$ cat config.mk
export PLATFORM = sky130hd
export DESIGN_NAME = vex_uop_sequencer_flat
export DESIGN_NICKNAME = d
export VERILOG_FILES = /design/src/rtl/vex_uop_sequencer_if.sv /design/src/rtl/vex_uop_sequencer.sv /design/src/flat_wrapper.sv
export SDC_FILE = /design/constraint.sdc
export NUM_CORES = 1
export LEC_CHECK = 0
export ABC_CLOCK_PERIOD_IN_PS = 4900
export CORE_MARGIN = 4
export CORE_UTILIZATION = 39
export CTS_CLUSTER_SIZE = 30
export DETAILED_ROUTE_END_ITERATION = 8
export HOLD_SLACK_MARGIN = 0.06
export PLACE_DENSITY_LB_ADDON = 0.15
export REMOVE_ABC_BUFFERS = 1
export SETUP_SLACK_MARGIN = 0.05
export SKIP_LAST_GASP = 1
export SYNTH_ARGS = -nofsm -noshare
export SYNTH_HDL_FRONTEND = slang
export SYNTH_SLANG_ARGS = --single-unit
$ cat constraint.sdc
create_clock -name clk -period 4.9 [get_ports clk]
set_input_delay 0.735 -clock clk [delete_from_list [all_inputs] [get_ports clk]]
set_output_delay 0.735 -clock clk [all_outputs]
set_load 0.01 [all_outputs]
$ cat src/rtl/vex_uop_sequencer_if.sv
// Bundle between the vector issue queue, the uop sequencer and the lane array.
// Signal suffixes are from the sequencer's point of view.
//
// Handshakes:
//   instr: an instruction transfers on a rising clk edge where instr_valid_i
//          and instr_ready_o are both high. instr_ready_o does not depend on
//          instr_valid_i.
//   lane : a uop transfers on a rising clk edge where lane_valid_o is high.
//          lane_valid_o is only raised when every bit of lane_ready_i is high.
//          While the lanes stall, uop_idx_o and the payload outputs hold.
interface vex_uop_sequencer_if #(
  parameter int VECTOR_LANES = 8,
  parameter int VL_W         = 7,
  parameter int UIDX_W       = $clog2((2**VL_W + VECTOR_LANES - 1) / VECTOR_LANES)
);
  logic                    instr_valid_i;
  logic                    instr_ready_o;
  logic [5:0]              instr_funct6_i;
  logic [2:0]              instr_funct3_i;
  logic [VL_W-1:0]         instr_vl_i;
  logic                    instr_vm_i;
  logic                    instr_is_rdc_i;
  logic [VECTOR_LANES-1:0] vmask_i;
  logic [VECTOR_LANES-1:0] lane_ready_i;
  logic                    lane_valid_o;
  logic [VECTOR_LANES-1:0] lane_mask_o;
  logic [UIDX_W-1:0]       uop_idx_o;
  logic [5:0]              funct6_o;
  logic [2:0]              funct3_o;
  logic [VL_W-1:0]         vl_o;
  logic                    is_rdc_o;
  logic                    head_uop_ex3_o;
  logic                    end_uop_ex3_o;
  logic                    done_o;
  logic                    busy_o;
  logic [1:0]              state_dbg_o;

  // Sequencer side.
  modport slave (
    input  instr_valid_i, instr_funct6_i, instr_funct3_i, instr_vl_i,
           instr_vm_i, instr_is_rdc_i, vmask_i, lane_ready_i,
    output instr_ready_o, lane_valid_o, lane_mask_o, uop_idx_o, funct6_o,
           funct3_o, vl_o, is_rdc_o, head_uop_ex3_o, end_uop_ex3_o, done_o,
           busy_o, state_dbg_o
  );

  // Issue queue / lane array side.
  modport master (
    output instr_valid_i, instr_funct6_i, instr_funct3_i, instr_vl_i,
           instr_vm_i, instr_is_rdc_i, vmask_i, lane_ready_i,
    input  instr_ready_o, lane_valid_o, lane_mask_o, uop_idx_o, funct6_o,
           funct3_o, vl_o, is_rdc_o, head_uop_ex3_o, end_uop_ex3_o, done_o,
           busy_o, state_dbg_o
  );
endinterface

$ cat src/rtl/vex_uop_sequencer.sv
// Vector uop sequencer: splits one vector instruction into ceil(vl/VECTOR_LANES)
// uops, issues them to the lane array with per-lane element masks, tracks the
// head/end uops into EX3 and pulses done_o once the last uop has written back.
module vex_uop_sequencer #(
  parameter int VECTOR_LANES = 8,
  parameter int VL_W         = 7,
  parameter int PIPE_DEPTH   = 4,
  parameter int EX3_DELAY    = 2,
  parameter int UIDX_W       = $clog2((2**VL_W + VECTOR_LANES - 1) / VECTOR_LANES)
) (
  input  logic                clk,
  input  logic                rst_n,
  vex_uop_sequencer_if.slave  bus
);

  localparam int LANE_W = $clog2(VECTOR_LANES);
  // Element index width with one spare bit so uop_idx*LANES+k never wraps.
  localparam int EW     = UIDX_W + LANE_W + 1;
  localparam int CW     = (EW > VL_W) ? EW : VL_W;
  localparam int CNT_W  = (PIPE_DEPTH > 1) ? $clog2(PIPE_DEPTH) : 1;

  typedef enum logic [1:0] {
    ST_IDLE  = 2'd0,
    ST_ISSUE = 2'd1,
    ST_DRAIN = 2'd2
  } state_e;

  state_e                  state_q, state_d;
  logic [UIDX_W-1:0]       uop_idx_q, uop_idx_d;
  logic [UIDX_W-1:0]       last_idx_q, last_idx_d;   // nuops - 1
  logic [CNT_W-1:0]        cnt_q, cnt_d;
  logic [5:0]              funct6_q, funct6_d;
  logic [2:0]              funct3_q, funct3_d;
  logic [VL_W-1:0]         vl_q, vl_d;
  logic                    vm_q, vm_d;
  logic                    is_rdc_q, is_rdc_d;
  logic [EX3_DELAY-1:0]    sv_q, sv_d;               // stage valid (fire)
  logic [EX3_DELAY-1:0]    sh_q, sh_d;               // stage head flag
  logic [EX3_DELAY-1:0]    se_q, se_d;               // stage end flag

  logic                    fire;
  logic                    is_head;
  logic                    is_last;
  logic [VECTOR_LANES-1:0] mask;

  assign fire    = (state_q == ST_ISSUE) && (&bus.lane_ready_i);
  assign is_head = (uop_idx_q == '0);
  assign is_last = (uop_idx_q == last_idx_q);

  // Per-lane element mask: element in range of vl and enabled by v0 unless unmasked.
  always_comb begin
    mask = '0;
    for (int k = 0; k < VECTOR_LANES; k++) begin
      mask[k] = ((CW'(uop_idx_q) * CW'(VECTOR_LANES) + CW'(k)) < CW'(vl_q)) &&
                (vm_q || bus.vmask_i[k]);
    end
  end

  // Next-state logic: accept in IDLE, step uops in ISSUE, count down in DRAIN.
  always_comb begin
    state_d    = state_q;
    uop_idx_d  = uop_idx_q;
    last_idx_d = last_idx_q;
    cnt_d      = cnt_q;
    funct6_d   = funct6_q;
    funct3_d   = funct3_q;
    vl_d       = vl_q;
    vm_d       = vm_q;
    is_rdc_d   = is_rdc_q;
    unique case (state_q)
      ST_IDLE: begin
        if (bus.instr_valid_i) begin
          funct6_d  = bus.instr_funct6_i;
          funct3_d  = bus.instr_funct3_i;
          vl_d      = bus.instr_vl_i;
          vm_d      = bus.instr_vm_i;
          is_rdc_d  = bus.instr_is_rdc_i;
          uop_idx_d = '0;
          if (bus.instr_vl_i == '0) begin
            // Empty instruction: no uops, complete on the next cycle.
            last_idx_d = '0;
            cnt_d      = '0;
            state_d    = ST_DRAIN;
          end else begin
            last_idx_d = UIDX_W'((bus.instr_vl_i - VL_W'(1)) / VL_W'(VECTOR_LANES));
            state_d    = ST_ISSUE;
          end
        end
      end
      ST_ISSUE: begin
        if (fire) begin
          if (is_last) begin
            cnt_d   = CNT_W'(PIPE_DEPTH - 1);
            state_d = ST_DRAIN;
          end else begin
            uop_idx_d = uop_idx_q + 1'b1;
          end
        end
      end
      ST_DRAIN: begin
        if (cnt_q == '0) begin
          state_d = ST_IDLE;
        end else begin
          cnt_d = cnt_q - 1'b1;
        end
      end
      default: state_d = ST_IDLE;
    endcase
  end

  // EX3 tracking: shift {fire, head, end} one stage per cycle.
  always_comb begin
    sv_d = (sv_q << 1) | EX3_DELAY'(fire);
    sh_d = (sh_q << 1) | EX3_DELAY'(is_head);
    se_d = (se_q << 1) | EX3_DELAY'(is_last);
  end

  // State and datapath registers; reset aborts any instruction in flight.
  always_ff @(posedge clk or negedge rst_n) begin
    if (!rst_n) begin
      state_q    <= ST_IDLE;
      uop_idx_q  <= '0;
      last_idx_q <= '0;
      cnt_q      <= '0;
      funct6_q   <= '0;
      funct3_q   <= '0;
      vl_q       <= '0;
      vm_q       <= 1'b0;
      is_rdc_q   <= 1'b0;
      sv_q       <= '0;
      sh_q       <= '0;
      se_q       <= '0;
    end else begin
      state_q    <= state_d;
      uop_idx_q  <= uop_idx_d;
      last_idx_q <= last_idx_d;
      cnt_q      <= cnt_d;
      funct6_q   <= funct6_d;
      funct3_q   <= funct3_d;
      vl_q       <= vl_d;
      vm_q       <= vm_d;
      is_rdc_q   <= is_rdc_d;
      sv_q       <= sv_d;
      sh_q       <= sh_d;
      se_q       <= se_d;
    end
  end

  assign bus.instr_ready_o  = (state_q == ST_IDLE);
  assign bus.busy_o         = (state_q != ST_IDLE);
  assign bus.lane_valid_o   = fire;
  assign bus.lane_mask_o    = (state_q == ST_ISSUE) ? mask : '0;
  assign bus.uop_idx_o      = uop_idx_q;
  assign bus.funct6_o       = funct6_q;
  assign bus.funct3_o       = funct3_q;
  assign bus.vl_o           = vl_q;
  assign bus.is_rdc_o       = is_rdc_q;
  assign bus.done_o         = (state_q == ST_DRAIN) && (cnt_q == '0);
  assign bus.head_uop_ex3_o = sv_q[EX3_DELAY-1] & sh_q[EX3_DELAY-1];
  assign bus.end_uop_ex3_o  = sv_q[EX3_DELAY-1] & se_q[EX3_DELAY-1];
  assign bus.state_dbg_o    = state_q;

endmodule

$ cat src/flat_wrapper.sv
// flat-port wrapper written by rule: the top's interface ports become plain ports
module vex_uop_sequencer_flat 
#(
  parameter int VECTOR_LANES = 8,
  parameter int VL_W         = 7,
  parameter int PIPE_DEPTH   = 4,
  parameter int EX3_DELAY    = 2,
  parameter int UIDX_W       = $clog2((2**VL_W + VECTOR_LANES - 1) / VECTOR_LANES)
)
  (clk, rst_n, bus_instr_valid_i, bus_instr_funct6_i, bus_instr_funct3_i, bus_instr_vl_i, bus_instr_vm_i, bus_instr_is_rdc_i, bus_vmask_i, bus_lane_ready_i, bus_instr_ready_o, bus_lane_valid_o, bus_lane_mask_o, bus_uop_idx_o, bus_funct6_o, bus_funct3_o, bus_vl_o, bus_is_rdc_o, bus_head_uop_ex3_o, bus_end_uop_ex3_o, bus_done_o, bus_busy_o, bus_state_dbg_o);
  vex_uop_sequencer_if #(.VECTOR_LANES(VECTOR_LANES), .VL_W(VL_W), .UIDX_W(UIDX_W)) bus_i ();
  input  logic clk;
  input  logic rst_n;
  input wire logic [$bits(bus_i.instr_valid_i)-1:0] bus_instr_valid_i;
  input wire logic [$bits(bus_i.instr_funct6_i)-1:0] bus_instr_funct6_i;
  input wire logic [$bits(bus_i.instr_funct3_i)-1:0] bus_instr_funct3_i;
  input wire logic [$bits(bus_i.instr_vl_i)-1:0] bus_instr_vl_i;
  input wire logic [$bits(bus_i.instr_vm_i)-1:0] bus_instr_vm_i;
  input wire logic [$bits(bus_i.instr_is_rdc_i)-1:0] bus_instr_is_rdc_i;
  input wire logic [$bits(bus_i.vmask_i)-1:0] bus_vmask_i;
  input wire logic [$bits(bus_i.lane_ready_i)-1:0] bus_lane_ready_i;
  output wire logic [$bits(bus_i.instr_ready_o)-1:0] bus_instr_ready_o;
  output wire logic [$bits(bus_i.lane_valid_o)-1:0] bus_lane_valid_o;
  output wire logic [$bits(bus_i.lane_mask_o)-1:0] bus_lane_mask_o;
  output wire logic [$bits(bus_i.uop_idx_o)-1:0] bus_uop_idx_o;
  output wire logic [$bits(bus_i.funct6_o)-1:0] bus_funct6_o;
  output wire logic [$bits(bus_i.funct3_o)-1:0] bus_funct3_o;
  output wire logic [$bits(bus_i.vl_o)-1:0] bus_vl_o;
  output wire logic [$bits(bus_i.is_rdc_o)-1:0] bus_is_rdc_o;
  output wire logic [$bits(bus_i.head_uop_ex3_o)-1:0] bus_head_uop_ex3_o;
  output wire logic [$bits(bus_i.end_uop_ex3_o)-1:0] bus_end_uop_ex3_o;
  output wire logic [$bits(bus_i.done_o)-1:0] bus_done_o;
  output wire logic [$bits(bus_i.busy_o)-1:0] bus_busy_o;
  output wire logic [$bits(bus_i.state_dbg_o)-1:0] bus_state_dbg_o;
  assign bus_i.instr_valid_i = bus_instr_valid_i;
  assign bus_i.instr_funct6_i = bus_instr_funct6_i;
  assign bus_i.instr_funct3_i = bus_instr_funct3_i;
  assign bus_i.instr_vl_i = bus_instr_vl_i;
  assign bus_i.instr_vm_i = bus_instr_vm_i;
  assign bus_i.instr_is_rdc_i = bus_instr_is_rdc_i;
  assign bus_i.vmask_i = bus_vmask_i;
  assign bus_i.lane_ready_i = bus_lane_ready_i;
  assign bus_instr_ready_o = bus_i.instr_ready_o;
  assign bus_lane_valid_o = bus_i.lane_valid_o;
  assign bus_lane_mask_o = bus_i.lane_mask_o;
  assign bus_uop_idx_o = bus_i.uop_idx_o;
  assign bus_funct6_o = bus_i.funct6_o;
  assign bus_funct3_o = bus_i.funct3_o;
  assign bus_vl_o = bus_i.vl_o;
  assign bus_is_rdc_o = bus_i.is_rdc_o;
  assign bus_head_uop_ex3_o = bus_i.head_uop_ex3_o;
  assign bus_end_uop_ex3_o = bus_i.end_uop_ex3_o;
  assign bus_done_o = bus_i.done_o;
  assign bus_busy_o = bus_i.busy_o;
  assign bus_state_dbg_o = bus_i.state_dbg_o;
  vex_uop_sequencer #(.VECTOR_LANES(VECTOR_LANES), .VL_W(VL_W), .PIPE_DEPTH(PIPE_DEPTH), .EX3_DELAY(EX3_DELAY), .UIDX_W(UIDX_W)) u_core (.clk(clk), .rst_n(rst_n), .bus(bus_i));
endmodule
### Word level (Yosys, flattened, before mapping)

Index checks and enable logic that the tools add are counted.

| storage, ports and cells | value |
|---|---|
| flip-flop bits (word level) | 36 |
| word-level logic and storage cells | 93 |

| operators by class | value |
|---|---|
| add/subtract/negate cells | 10 |
| magnitude comparators | 8 |
| equality and inequality tests | 10 |
| multiplexer cells | 18 |
| bitwise logic cells | 5 |
| reduce and logical (&&, ||, !) cells | 30 |

Operators with widths:

| operator | count |
|---|---|
| 8-bit by 7-bit less-than comparator with 1-bit output | 7 |
| 7-bit by 3-bit adder with 8-bit output, second input constant | 4 |
| 2-bit 2-to-1 mux | 10 |
| 7-bit by 2-bit adder with 8-bit output, second input constant | 2 |
| 4-bit 2-to-1 mux | 4 |
| 2-bit one-hot mux with 3 select lines | 2 |
| 1-bit logical AND | 10 |
| 7-bit by 1-bit adder with 8-bit output, second input constant | 1 |
| 1-bit logical OR | 8 |
| 8-bit 2-to-1 mux | 1 |
| 2-bit by 1-bit != test with 1-bit output, second input constant | 4 |
| 4-bit one-hot mux with 2 select lines | 1 |
| 4-bit AND reduction | 2 |
| 8-bit AND reduction | 1 |
| 7-bit logical NOT | 1 |
| 7-bit less-than comparator | 1 |
| 7-bit by 1-bit subtractor with 7-bit output, second input constant | 1 |
| 2-bit != test, second input constant | 3 |
| 2-bit by 1-bit OR with 2-bit output | 3 |
| 6-bit AND reduction | 1 |
| 4-bit by 1-bit adder with 4-bit output, second input constant | 1 |
| 4-bit == test | 1 |
| 2-bit logical NOT | 2 |
| 4-bit logical NOT | 1 |
| other kinds (7) | 9 |

### Logic depth before layout (Yosys ltp)

Gate-level depths: netlist of run 1.

| logic depth | value |
|---|---|
| word-level depth | 4 |
| mapped depth | 7 |

### Worst setup path after synthesis of run 1

No wires, ideal clock.

| path | value |
|---|---|
| path type | register -> output |
| from | register u_core.uop_idx_q[2] (netlist: u_core.bus.uop_idx_o[2]) |
| to | output bus_lane_mask_o[6] |
| arrival time | 1.777 ns |
| data required time | 4.165 ns |
| path slack | 2.388 ns |
| cell stages (with the launch flop) | 6 |
| cell sequence | dfrtp_1 > ha_1 > a21o_1 > a211o_1 > nand2b_1 > nor3_1 |

| between the ends | value |
|---|---|
| longest elaborated chain between the ends | 4 |

RTL lines:

| element | RTL line | text |
|---|---|---|
| start: declaration | vex_uop_sequencer.sv:29 | `logic [UIDX_W-1:0] uop_idx_q, uop_idx_d;` |
| start signal: assignment | vex_uop_sequencer.sv:135 | `uop_idx_q <= uop_idx_d;` |
| 7-bit by 3-bit adder with 8-bit output | vex_uop_sequencer.sv:54 | `mask[k] = ((CW'(uop_idx_q) * CW'(VECTOR_LANES) + CW'(k)) < CW'(vl_q)) &&` |
| 8-bit by 7-bit less-than comparator with 1-bit output | vex_uop_sequencer.sv:54 |  |
| 1-bit logical AND | vex_uop_sequencer.sv:54 |  |
| 8-bit 2-to-1 mux | vex_uop_sequencer.sv:152 | `assign bus.lane_mask_o = (state_q == ST_ISSUE) ? mask : '0;` |
| end: declaration | flat_wrapper.sv:24 | `output wire logic [$bits(bus_i.lane_mask_o)-1:0] bus_lane_mask_o;` |

Every way passes these cells.

### Final worst setup path of run 1

Ends and elaborated chain as after synthesis.

==> results.md, run 1 <==
- Status: finished, final reports clean
- YS warnings: 0
- Flop2flop setup slack: 2.86 ns
- Post-synthesis mux area share: 13.3%
- Grt ovf: 0
- Fillers: 445
- Yosys top cell area share: 47.1%
- MaxCap Viol Count: 0
- Commonest cells in the netlist: 36 x dfrtp_1, 19 x mux2_2, 17 x nor2_1
- Final worst-path cycle share: 67.3%
- Worst-path fanout max: 7
- CP Data Arrival Time: 2.56 ns
- Psw: 0.000525 W
- Yosys reg bits: 36
- All-Layer GR Usage: 15.6%
- Ant. Diodes: 0
- Pre-CTS WS: 1.92 ns
- Synth top area cells: dfrtp_1 47%, mux2_2 11%, ha_1 7.8%, nor2_1 3.3%, o21ai_0 3.1%
- Largest net degree at the start of global routing: 37
- Yosys cell types: 36
- CTS sink cnt: 36
- Clock root buffer: clkbuf_8
- Startpoint Class: register
- Die area: 6090 µm²
- Crit path from: u_core.bus.uop_idx_o[2]$_DFFE_PN0P_
- Max Root-Sink Buffers: 2
- Register-to-Register Path Depth: 4
- First-pass GRT wire length: 7440 µm
- Mapped Area: 1910 µm²
- FF-to-FF End: u_core.bus.vl_o[1]$_DFFE_PN0P_
- Antenna-violating nets left: 0
- Initial antenna violation count: 0
- Die width: 78.1 µm
- Comb pwr share: 53.2%
- Clock Skew: 0.00373 ns
- CTS Hold Buffers Added: 0
- Post-cts sizing count: 0
- Internal: 0.000952 W
- Leak: 1.19 nW
- Reg area: 901 µm²
- Vias in the first global route: 1597
- Crit path capture: bus_lane_mask_o[6]
- Worst slew margin: 36.4%
- FP Rows: 25
- Post-Synth Simple-Gate Area: 15.9%
- Post-Route WL: 4290 µm
- Total CTS buffers: 5
- Layout cell share with drive strength beyond 1: 13.2%
- Least-Margin Pin Slew: 0.951 ns
- Worst EP required: 4.16 ns
- Worst hold path class: register to register
- Area growth from synthesis to layout: 45.8%
- Post-Synth Adder-Cell Area: 7.84%
- Vias: 1560
- Die H: 78.1 µm
- TritonRoute pass-1 iters: 4
- Via density: 4.80
- Sequential cell fraction of total power: 33.6%
- Setup crit end kind: primary output
- Maximum clock rate: 0.303 GHz
- Post-synthesis sequential area ratio: 47.1%
- Synth Area in Compound Gates: 10.9%
- Synth area leader: dfrtp_1
- Post-DP HPWL: 3340 µm
- Layout Cells excl Fill: 325
- Pwr Density: 529 nW/µm²
- Worst-Skew Late Latency: 0.29 ns
- Synthesized instance count: 181
- RePlAce Congestion: 0.774
- CTS tree: done
- Largest family of logic cells by synthesized area: simple AND/OR/NAND/NOR gates
- Slew Viols, Final: 0
- Top-count cell post-synth: dfrtp_1
- Multi-input gate area: 953 µm²
- Final TNS setup: 0 ns
- DR iter-0 viols: 65
- Post-synth EDFFs: 0
- Sw Share: 35.6%
- Reg clk slew, reported paths: 0.07 ns
- I/O Buffers: 73
- Ys flop type: dfrtp_1
- Final setup fails: 0
- Min setup slack post-route: 1.60 ns
- Worst Path Class, Setup: register to primary output
- Placed cells: 318
- Clock power frac: 13.1%
- Worst vdd ir: 0.000292 V
- Htree depth: 2
- Post-CTS Setup Repair Bufs: 0
- Mean Syn Cell Area: 10.6 µm²
- Post-layout min period: 3.30 ns
- Fraction of registers with async set or reset after synthesis: 100%
- Nets: 307
- # IOs: 74
- Per-cell routed wire length: 13.2 µm
- Worst r2r src: u_core.bus.state_dbg_o[0]$_DFFE_PN0P_
- DRC: 0
- Core area: 4750 µm²
- Final hold violations: 0
- Initial core utilization: 40.3%
- RSZ-0062 raised after global routing: no
- Xor/xnor share of the synthesized area: 1.83%
==> cell usage in the layout (no fill, tap or decap) <==
cell,n
o21ai_0,12
nand4_2,1
nor2_1,17
nand4_1,2
o21bai_1,1
mux2i_1,4
nor3b_1,1
clkinv_2,1
or2_4,1
a211o_1,1
o41ai_1,1
nor3_1,5
o21ai_1,1
o21a_1,1
a21o_1,2
clkbuf_1,1
o22ai_1,4
o32ai_1,1
o31ai_1,2
and2_1,3
buf_2,1
nand2_1,8
nor3_2,2
nand2b_1,2
ha_1,12
clkbuf_8,5
a211oi_1,1
nor2b_1,5
and3_1,1
mux2_2,19
nand3_1,4
a21oi_1,8
xnor2_1,4
clkdlybuf4s50_1,72
inv_2,1
or4_4,1
nor3b_2,2
dfrtp_1,36
inv_1,12
==> worst min path at each step <==
| stage | slack, ns | to | cells past startpoint | from |
|---|---|---|---|---|
| after floorplan | 0.33 | u_core.se_q[1]$_DFF_PN0_ | 0 | u_core.se_q[0]$_DFF_PN0_ |
| after global placement | 0.33 | u_core.sv_q[1]$_DFF_PN0_ | 0 | u_core.sv_q[0]$_DFF_PN0_ |
| after detailed placement | 0.35 | u_core.sv_q[1]$_DFF_PN0_ | 0 | u_core.sv_q[0]$_DFF_PN0_ |
| after CTS | 0.36 | u_core.sv_q[1]$_DFF_PN0_ | 0 | u_core.sv_q[0]$_DFF_PN0_ |
| after global routing | 0.37 | u_core.sv_q[1]$_DFF_PN0_ | 0 | u_core.sv_q[0]$_DFF_PN0_ |
| final | 0.35 | u_core.sh_q[1]$_DFF_PN0_ | 0 | u_core.sh_q[0]$_DFF_PN0_ |
==> area by class of cell <==
class / instances / share of cell area [%]
clock inverters: 1 / 0.179
clock buffers: 6 / 2.60
well taps: 67 / 3.00
inverters: 13 / 1.75
repair buffers: 73 / 26.0
flip-flops and latches: 36 / 32.3
multi-input cells: 129 / 34.2
==> power by group through the flow <==
stage / clock [W] / sequential (W) / combinational, W
after global routing: 0.000220 / 0.000516 / 0.000866
after global placement: 0 / 0.000497 / 0.000788
after CTS: 0.000201 / 0.000498 / 0.000796
after floorplan: 0 / 0.000525 / 0.000392
after detailed placement: 0 / 0.000504 / 0.000792
final: 0.000194 / 0.000497 / 0.000786
==> sequential cells by signal, indices dropped and copies added, names as in the netlist, 2 cells and up <==
name / cells
u_core.bus.uop_idx_o: 4
u_core.cnt_q: 2
u_core.sv_q: 2
u_core.sh_q: 2
u_core.bus.funct6_o: 6
u_core.last_idx_q: 4
u_core.bus.funct3_o: 3
u_core.bus.state_dbg_o: 2
u_core.se_q: 2
u_core.bus.vl_o: 7
==> layer usage <==
layer | up-vias | share of wire (%) | routed length (µm) | GRT usage (%)
li1 | 785 | - | - | -
met1 | 714 | 43 | 1860 | 19.0
met2 | 51 | 45 | 1930 | 24.1
met3 | 10 | 9.5 | 408 | 7.68
met4 | 0 | 2.1 | 92 | 5.07
met5 | - | 0 | 0 | 0
==> kinds of logic (layout without fill, tap and decap cells) <==
logic type	after synthesis	in the layout
and+or+nand+nor	55	55
DFF	36	36
AOI/OAI and AO/OA	35	35
muxes	23	23
buffers and inverters	16	93
adders and majority gates	12	12
xor gates and xnor gates	4	4
==> metrics by stage <==
step / utilization, % / total power [W] / hold slack [ns] / cell area, µm²
after CTS: 58.7 / 0.00150 / 0.361 / 2790
after global routing: 58.7 / 0.00160 / 0.370 / 2790
after floorplan: - / 0.000918 / 0.331 / 1900
after detailed placement: 57.1 / 0.00130 / 0.346 / 2710
final: 58.7 / 0.00148 / 0.354 / 2790
after global placement: 57.1 / 0.00128 / 0.333 / 2710
==> critical path: stages (launching register included) <==
cell,delay (ns)
dfrtp_1,0.45
ha_1,0.33
a21o_1,0.16
a211o_1,0.35
nand2b_1,0.21
nor3_1,0.21
clkdlybuf4s50_1,0.56
Power figures use the tool's default switching activity.
==> run 2, diff against run 1 <==
- ABC_CLOCK_PERIOD_IN_PS: 4900 -> 3200
- clock period: 4.9 -> 3.2 ns (I/O delays scaled with it)
==> run 2 against run 1 <==
Net effect: clock skew hardly changed; clock power is 52% higher; sequential cell count stayed put; final cell count is 0.31% higher; setup slack worse by 1.3 ns; utilization is 0.29 points higher; worst hold slack worse by 0.084 ns; final area is 0.49% higher; wire length is 1.0% higher; total power is 54% higher; largest cell class unchanged.
==> results.md, run 2 (synthesis gave the netlist of run 1 again) <==
- Initial core utilization: 40.3%
- Worst-Skew Late Latency: 0.28 ns
- Worst EP required: 2.72 ns
- Post-Route WL: 4340 µm
- Setup crit end kind: primary output
- Finished Core Util: 59.0%
- Final setup fails: 0
- Final TNS setup: 0 ns
- Max Root-Sink Buffers: 2
- Clock root buffer: clkbuf_8
- Fillers: 465
- Grt ovf: 0
- Register-to-Register Path Depth: 6
- Htree depth: 2
- Layout Cells excl Fill: 326
- Number of flip-flops in the largest register: 7
- Hold_ws: 0.270 ns
- MaxCap Viol Count: 0
- Total CTS buffers: 5
- Final hold violations: 0
- Layout cell share with drive strength beyond 1: 14.3%
- DR iter-0 viols: 52
- Comb pwr share: 53.5%
- DRC: 0
- Worst Path Class, Setup: register to primary output
- Commonest non-fill, non-tap cells in the layout: 71 x clkdlybuf4s50_1, 35 x dfrtp_1, 19 x mux2_2
- CTS tree: done
- Ant. Diodes: 0
- CP Data Arrival Time: 2.44 ns
- Sw Share: 35.6%
- Least-Margin Pin Slew: 0.776 ns
- Final worst-path cycle share: 91.3%
- Post-layout min period: 2.92 ns
- Nets: 308
- Die width: 78.1 µm
- Worst-path fanout max: 7
- Area growth from synthesis to layout: 46.5%
- I/O Buffers: 73
- Worst hold path class: input port to async pin
- Startpoint Class: register
- Sequential cell fraction of total power: 33.5%
- Clock power frac: 13.0%
- Internal: 0.00146 W
- Reg clk slew, reported paths: 0.07 ns
- All-Layer GR Usage: 15.2%
- Leak: 1.20 nW
- Vias: 1600
- First-pass GRT wire length: 7400 µm
- Psw: 0.000807 W
- Post-DP HPWL: 3400 µm
- CP top delay family: buffers and inverters
- CP Buf/Inv Count: 1
- CTS Hold Buffers Added: 0
- CP max stage delay: 0.54 ns
- CTS sink cnt: 36
- Most common cell after layout, fill and taps aside: clkdlybuf4s50_1
- Pwr Density: 809 nW/µm²
- Die area: 6090 µm²
- Clock Skew: 0.00394 ns
- Slew Viols, Final: 0
- Core area: 4750 µm²
- RePlAce Congestion: 0.769
- Slowest stage cell, crit path: clkdlybuf4s50_1
- CP Depth: 6
- Initial antenna violation count: 0
- Vias in the first global route: 1623
- Critical-path cell list: ha_1, a21o_1, a211o_1, nand2b_1, nor2_1, clkdlybuf4s50_1
- Via density: 4.91
- Worst vdd ir: 0.000414 V
- Largest net degree at the start of global routing: 37
- FP Rows: 25
- Placed cells: 319
- Per-cell routed wire length: 13.3 µm
- Status: finished, final reports clean
- RSZ-0062 raised after global routing: no
- Antenna-violating nets left: 0
- # IOs: 74
- Die H: 78.1 µm
- Worst slew margin: 48.3%
- Maximum clock rate: 0.342 GHz
- TritonRoute pass-1 iters: 4
## run 2: cell count changes in the layout (fill, tap and decap cells not counted), sizes merged
cell | previous run | this run
buf | 1 | 2
clkdlybuf4s50 | 72 | 71
dlymetal6s2s | 0 | 1
## run 2: layer usage
metal  wire length [µm]  up-vias  GRT usage [%]  share of wire [%]
met2               2020       51           24.7                 47
met4                 58        0           5.59                1.3
met5                  0        -              0                  0
li1                   -      794              -                  -
met3                416        6           6.42                9.6
met1               1840      749           17.9                 42
## run 2: what timing repair did
action / CTS / global route
endpoints found under the setup margin: 0 / 1
resized for setup: 0 / 4
setup buffers: 0 / 0
## run 2: area by class of cell
cell class	instances	area (µm²)	share of cell area (%)
clock buffers	6	72.6	2.59
clock inverters	1	5.00	0.178
inverters	13	48.8	1.74
multi-input cells	129	956	34.1
flip-flops and latches	36	902	32.2
well taps	67	83.8	2.99
repair buffers	74	736	26.2
## run 2: final timing paths
path	from	end	slack (ns)
max in group asynchronous	rst_n	u_core.bus.uop_idx_o[2]$_DFFE_PN0P_	2.39
setup reg to reg	u_core.bus.uop_idx_o[0]$_DFFE_PN0P_	u_core.bus.state_dbg_o[0]$_DFFE_PN0P_	1.28
hold reg to reg	u_core.se_q[0]$_DFF_PN0_	u_core.se_q[1]$_DFF_PN0_	0.35
min in group clk	u_core.se_q[0]$_DFF_PN0_	u_core.se_q[1]$_DFF_PN0_	0.35
hold / removal	rst_n	u_core.vm_q$_DFFE_PN0P_	0.27
setup / recovery	u_core.bus.uop_idx_o[2]$_DFFE_PN0P_	bus_lane_mask_o[5]	0.28
## run 2: metrics by stage
step | setup slack [ns] | power [W] | area, µm²
after floorplan | 0.943 | 0.00141 | 1900
after global placement | 0.503 | 0.00197 | 2720
after detailed placement | 0.474 | 0.00200 | 2720
after CTS | 0.155 | 0.00230 | 2800
after global routing | 0.123 | 0.00245 | 2800
final | 0.279 | 0.00227 | 2800
## run 2: power groups by stage
| stage | combinational (W) | clock (W) | sequential, W |
|---|---|---|---|
| 6_report | 0.00121 | 0.000295 | 0.000759 |
| 5_1_grt | 0.00134 | 0.000328 | 0.000782 |
| 4_1_cts | 0.00123 | 0.000308 | 0.000763 |
| 3_5_place_dp | 0.00123 | 0 | 0.000772 |
| 3_3_place_gp | 0.00121 | 0 | 0.000759 |
| 2_1_floorplan | 0.000601 | 0 | 0.000804 |
